$ cat config.mk
export PLATFORM = sky130hd
export DESIGN_NAME = piso_serializer_bidir
export DESIGN_NICKNAME = d
export VERILOG_FILES = /design/src/rtl/piso_serializer_bidir.sv
export SDC_FILE = /design/constraint.sdc
export NUM_CORES = 1
export LEC_CHECK = 0
export CAP_MARGIN = 15
export CORE_MARGIN = 1
export CORE_UTILIZATION = 44
export CTS_CLUSTER_DIAMETER = 80
export DETAILED_ROUTE_END_ITERATION = 12
export MAX_ROUTING_LAYER = met4
export PLACE_DENSITY = 0.72
export REMOVE_ABC_BUFFERS = 1
export SLEW_MARGIN = 20
export SYNTH_ARGS = -nofsm -noshare
export SYNTH_HDL_FRONTEND = slang
export SYNTH_SLANG_ARGS = --single-unit
$ cat constraint.sdc
create_clock -name clk -period 1.54 [get_ports clk]
set_input_delay 0.462 -clock clk [delete_from_list [all_inputs] [get_ports clk]]
set_output_delay 0.462 -clock clk [all_outputs]
set_load 0.005 [all_outputs]
$ cat src/rtl/piso_serializer_bidir.sv
// rtl/piso_serializer_bidir.sv - parallel-in/serial-out transmitter, per-word shift direction.
// Optional even-parity slot after each word when PISO_PARITY_EN is defined.
module piso_serializer_bidir #(
  parameter int WIDTH = 4
) (
  input  logic             clk,
  input  logic             rst,
  input  logic             load_valid,
  output logic             load_ready,
  input  logic [WIDTH-1:0] load_data,
  input  logic             load_dir,
  output logic             sout,
  output logic             sout_valid,
  output logic             done
);

  localparam int CNT_W = $clog2(WIDTH + 1);
`ifdef PISO_PARITY_EN
  localparam int LAST_SLOT = WIDTH;
`else
  localparam int LAST_SLOT = WIDTH - 1;
`endif
  localparam logic [CNT_W-1:0] LAST = CNT_W'(LAST_SLOT);

  localparam logic ST_IDLE  = 1'b0;
  localparam logic ST_SHIFT = 1'b1;

  logic             r_state;
  logic [WIDTH-1:0] r_shift;
  logic             r_dir;
  logic [CNT_W-1:0] r_cnt;
  logic             r_sout;
  logic             r_sout_valid;
  logic             r_done;

  logic             w_accept;
  logic             w_last;
  logic [CNT_W-1:0] w_cnt_next;
  logic             w_next_bit;
  logic             w_next_sout;

  // r_cnt names the slot currently on sout, so the final slot is where a new word may load
  assign w_last     = (r_state == ST_SHIFT) && (r_cnt == LAST);
  assign load_ready = (r_state == ST_IDLE) || w_last;
  assign w_accept   = load_valid && load_ready;
  assign w_cnt_next = r_cnt + CNT_W'(1);
  assign w_next_bit = r_dir ? r_shift[1] : r_shift[WIDTH-2];

`ifdef PISO_PARITY_EN
  logic r_par;

  always_ff @(posedge clk or posedge rst) begin
    if (rst) begin
      r_par <= 1'b0;
    end else if (w_accept) begin
      r_par <= ^load_data;
    end
  end

  assign w_next_sout = (w_cnt_next == CNT_W'(WIDTH)) ? r_par : w_next_bit;
`else
  assign w_next_sout = w_next_bit;
`endif

  always_ff @(posedge clk or posedge rst) begin
    if (rst) begin
      r_state      <= ST_IDLE;
      r_shift      <= '0;
      r_dir        <= 1'b0;
      r_cnt        <= '0;
      r_sout       <= 1'b0;
      r_sout_valid <= 1'b0;
      r_done       <= 1'b0;
    end else if (w_accept) begin
      r_state      <= ST_SHIFT;
      r_shift      <= load_data;
      r_dir        <= load_dir;
      r_cnt        <= '0;
      r_sout       <= load_dir ? load_data[0] : load_data[WIDTH-1];
      r_sout_valid <= 1'b1;
      r_done       <= 1'b0;
    end else if (r_state == ST_SHIFT) begin
      if (w_last) begin
        r_state      <= ST_IDLE;
        r_sout       <= 1'b0;
        r_sout_valid <= 1'b0;
        r_done       <= 1'b0;
      end else begin
        r_cnt   <= w_cnt_next;
        r_shift <= r_dir ? (r_shift >> 1) : (r_shift << 1);
        r_sout  <= w_next_sout;
        r_done  <= (w_cnt_next == LAST);
      end
    end
  end

  assign sout       = r_sout;
  assign sout_valid = r_sout_valid;
  assign done       = r_done;

endmodule
==> impl_metrics.yaml <==
run_status:
  outcome: "finished, violations left"
  violations: "setup timing"
pwr:
  ir_worst_vdd_mv: 0.8432
  power_frac_comb_pct: 51.3
  seq_power_share_pct: 36.6
  pwr-share-clk_pct: 12.1
  p_int_w: 0.001029
  finalPower_w: 0.001628
  netSwitchingPower_w: 0.0005983
  power_switching_share_pct: 36.75
  powerDensity_mw_per_mm2: 1891
  p_leak_nw: 0.4063
final_layout:
  regArea_sq_um: 300.3
  multi_input_area_sq_um: 316.6
  drive_gt1_share_pct: 25.64
  most-common-layout-cells: "dfrtp_1 (12), buf_4 (8), mux2i_1 (7), a21oi_1 (7), clkdlybuf4s50_1 (7)"
  final_common_cell: "dfrtp_1"
  area_delta_synth_final_pct: 35.17
  utilization_pct: 65.34
  antenna_cells: 0
  nNetsFinal: 91
  nFillCells: 120
  post-route-cell-area_sq_um: 860.8
logic_synthesis:
  syn_area_sq_um: 636.9
  yosysWarnings: 0
  synth_top_area_share_pct: 47.15
  yosysUniqueCellTypes: 19
  syn_inst: 58
  synth_seq_cells: 12
  avgSynthCellArea_sq_um: 10.98
  synth.area.top_cells: "dfrtp_1 (47%), mux2i_1 (11%), ha_1 (5.9%)"
  yosys.area.top_type: "dfrtp_1"
  ys_seq_area_share_pct: 47.15
sta:
  slew_viol_final: 0
  relSlewSlack_pct: 69.62
  period_share_pct: 112.0
  clock.fmax_mhz: 580.0
  setup_slack_ps: -184.1
  hold_viol: 0
  fin_crit_ps: 1724
  hold-worst-slack_ps: 481.4
  worstMarginPinSlew_ps: 455.2
  rsz0062_at_grt: "yes"
  setup_viol: 1
  fin_worst_skew_ps: 10.35
cts:
  clkTransAtPathRegs_ps: 80
  clock-sinks: 12
  clk_latency_ps: 280
  numCtsBuffers: 3
  htree_levels: 1
  cts-root-buf: "clkbuf_4"
  cts.path.max_buffers: 2
  cts_tree: "yes"
  hold_buffers: 0
placed_design:
  place_area_sq_um: 785.8
  gp_congestion: 0.6792
  io_buffers: 11
  dp_hpwl_microns: 843.1
die:
  core_area_sq_mm: 0.001318
  ios: 12
  fp.dieH_microns: 40.05
  start_util_pct: 48.34
  dieArea_sq_mm: 0.001604
  die_x_microns: 40.05
  rows: 13
drt:
  firstDrtPassIters: 3
  wire_per_inst_microns: 13.24
  ant_nets: 0
  drtIter0Drc: 5
  dr_total_vias: 479
  via_per_inst: 5.151
  drt-total-wl_microns: 1231
  drcViolationCount: 0
worst_setup_path:
  crit_required_ps: 1080
  path_cells: "ha_2 > ha_4 > nand2b_4 > buf_6"
  end_kind: "output pin"
  cpPeakStageDelay_ps: 390
  crit_slowest_cell: "dfrtp_1"
  start_kind: "register"
  cp_max_fo: 3
  cp_num_buf_inv: 1
  cp_top_family: "flip-flops"
  critPathArrivalTime_ps: 1260
  worstSetupPathType: "reg2out"
global_route:
  grt_max_degree: 19
  antenna_found_initial: 0
  grt_pass1_vias: 448
  grt.overflow.total: 0
  grt_use_total_pct: 19.47
  grt_first_pass_wirelength_microns: 1876
hold_path:
  min_path_type: "in2async"
flow_run:
  maxCapViolations: 0
-- state kept, by name, summed over array words and instances (netlist names) --
name        count
r_state         1
sout_valid      1
done            1
r_shift         4
r_dir           1
sout            1
r_cnt           3
-- Yosys cell counts --
master and n:
a31oi_1 1, nand2b_1 3, nor2_1 3, a211oi_1 2
inv_1 4, dfrtp_1 12, ha_1 3, and2b_1 2
buf_6 2, a31o_1 1, o221ai_1 1, o21ai_2 2
a211o_1 1, o21ai_1 1, nand2_1 3, buf_8 1
nand3b_1 2, a21oi_1 7, mux2i_1 7
-- metal layers --
metal	GRT usage, %	part of all wire [%]	vias to the layer above
li1	-	-	244
met1	23.61	49	221
met2	27.02	45	9
met3	5.000	2.7	5
met4	15.52	3.0	0
met5	-	0	-
-- worst paths after layout --
path                            slack [ps]     start    endpoint  depth (start not counted)
worst max register to register          80  r_cnt[1]  r_shift[1]                          6
max in group asynchronous              740       rst        done                          2
worst min register to register         530  r_cnt[2]    r_cnt[2]                          2
min in group clk                       530  r_cnt[2]    r_cnt[2]                          2
worst max-delay path                  -180  r_cnt[1]  load_ready                          4
worst min-delay path                   480       rst  r_shift[3]                          2
-- cell families (layout without fill, tap and decap cells) --
family	count (synthesis)	after routing	share of synthesized area, %
multiplexers	7	7	11.00
buffers and inverters	7	27	8.250
AO/OA/AOI/OAI	16	16	16.50
adder cells (fa/ha/maj)	3	3	5.895
AND/OR/NAND/NOR	13	13	11.20
flip-flops	12	12	47.15
-- worst reg2reg max path, cell delays in order (launching register included) --
cell      delay (ps)
dfrtp_1          390
ha_2             200
ha_4             160
nand2b_4         140
buf_4            200
a211oi_2         210
a21oi_1           60
-- layout make-up --
class	instances	share of cell area [%]
clock buffers	3	2.616
repair buffers	20	21.80
well taps	15	2.180
flip-flops and latches	12	34.88
multi-input cells	39	36.77
inverters	4	1.744
-- per-stage QoR --
| stage | TNS, ps | std cells | setup slack, ps |
|---|---|---|---|
| 2_1_floorplan | -435.4 | 55 | -117.8 |
| 3_3_place_gp | -331.4 | 87 | -276.4 |
| 3_5_place_dp | -393.4 | 87 | -293.2 |
| 4_1_cts | -187.0 | 92 | -187.0 |
| 5_1_grt | -218.3 | 93 | -218.3 |
| 6_report | -184.1 | 93 | -184.1 |
-- power groups by stage --
stage / Clock (W) / Combinational [W] / Sequential [W]
3_5_place_dp: 0 / 0.000727 / 0.000590
4_1_cts: 0.000196 / 0.000797 / 0.000585
5_1_grt: 0.000210 / 0.000946 / 0.000614
3_3_place_gp: 0 / 0.000709 / 0.000581
2_1_floorplan: 0 / 0.000434 / 0.000574
6_report: 0.000196 / 0.000835 / 0.000596
-- timing repair --
action                                  in CTS  in global routing
resized for setup                           12                  2
endpoints found under the setup margin       6                  3
gates cloned                                 0                  0
buffers inserted                             2                  1
pin swaps                                    1                  0
No activity file was read; power rests on OpenSTA's default activity.
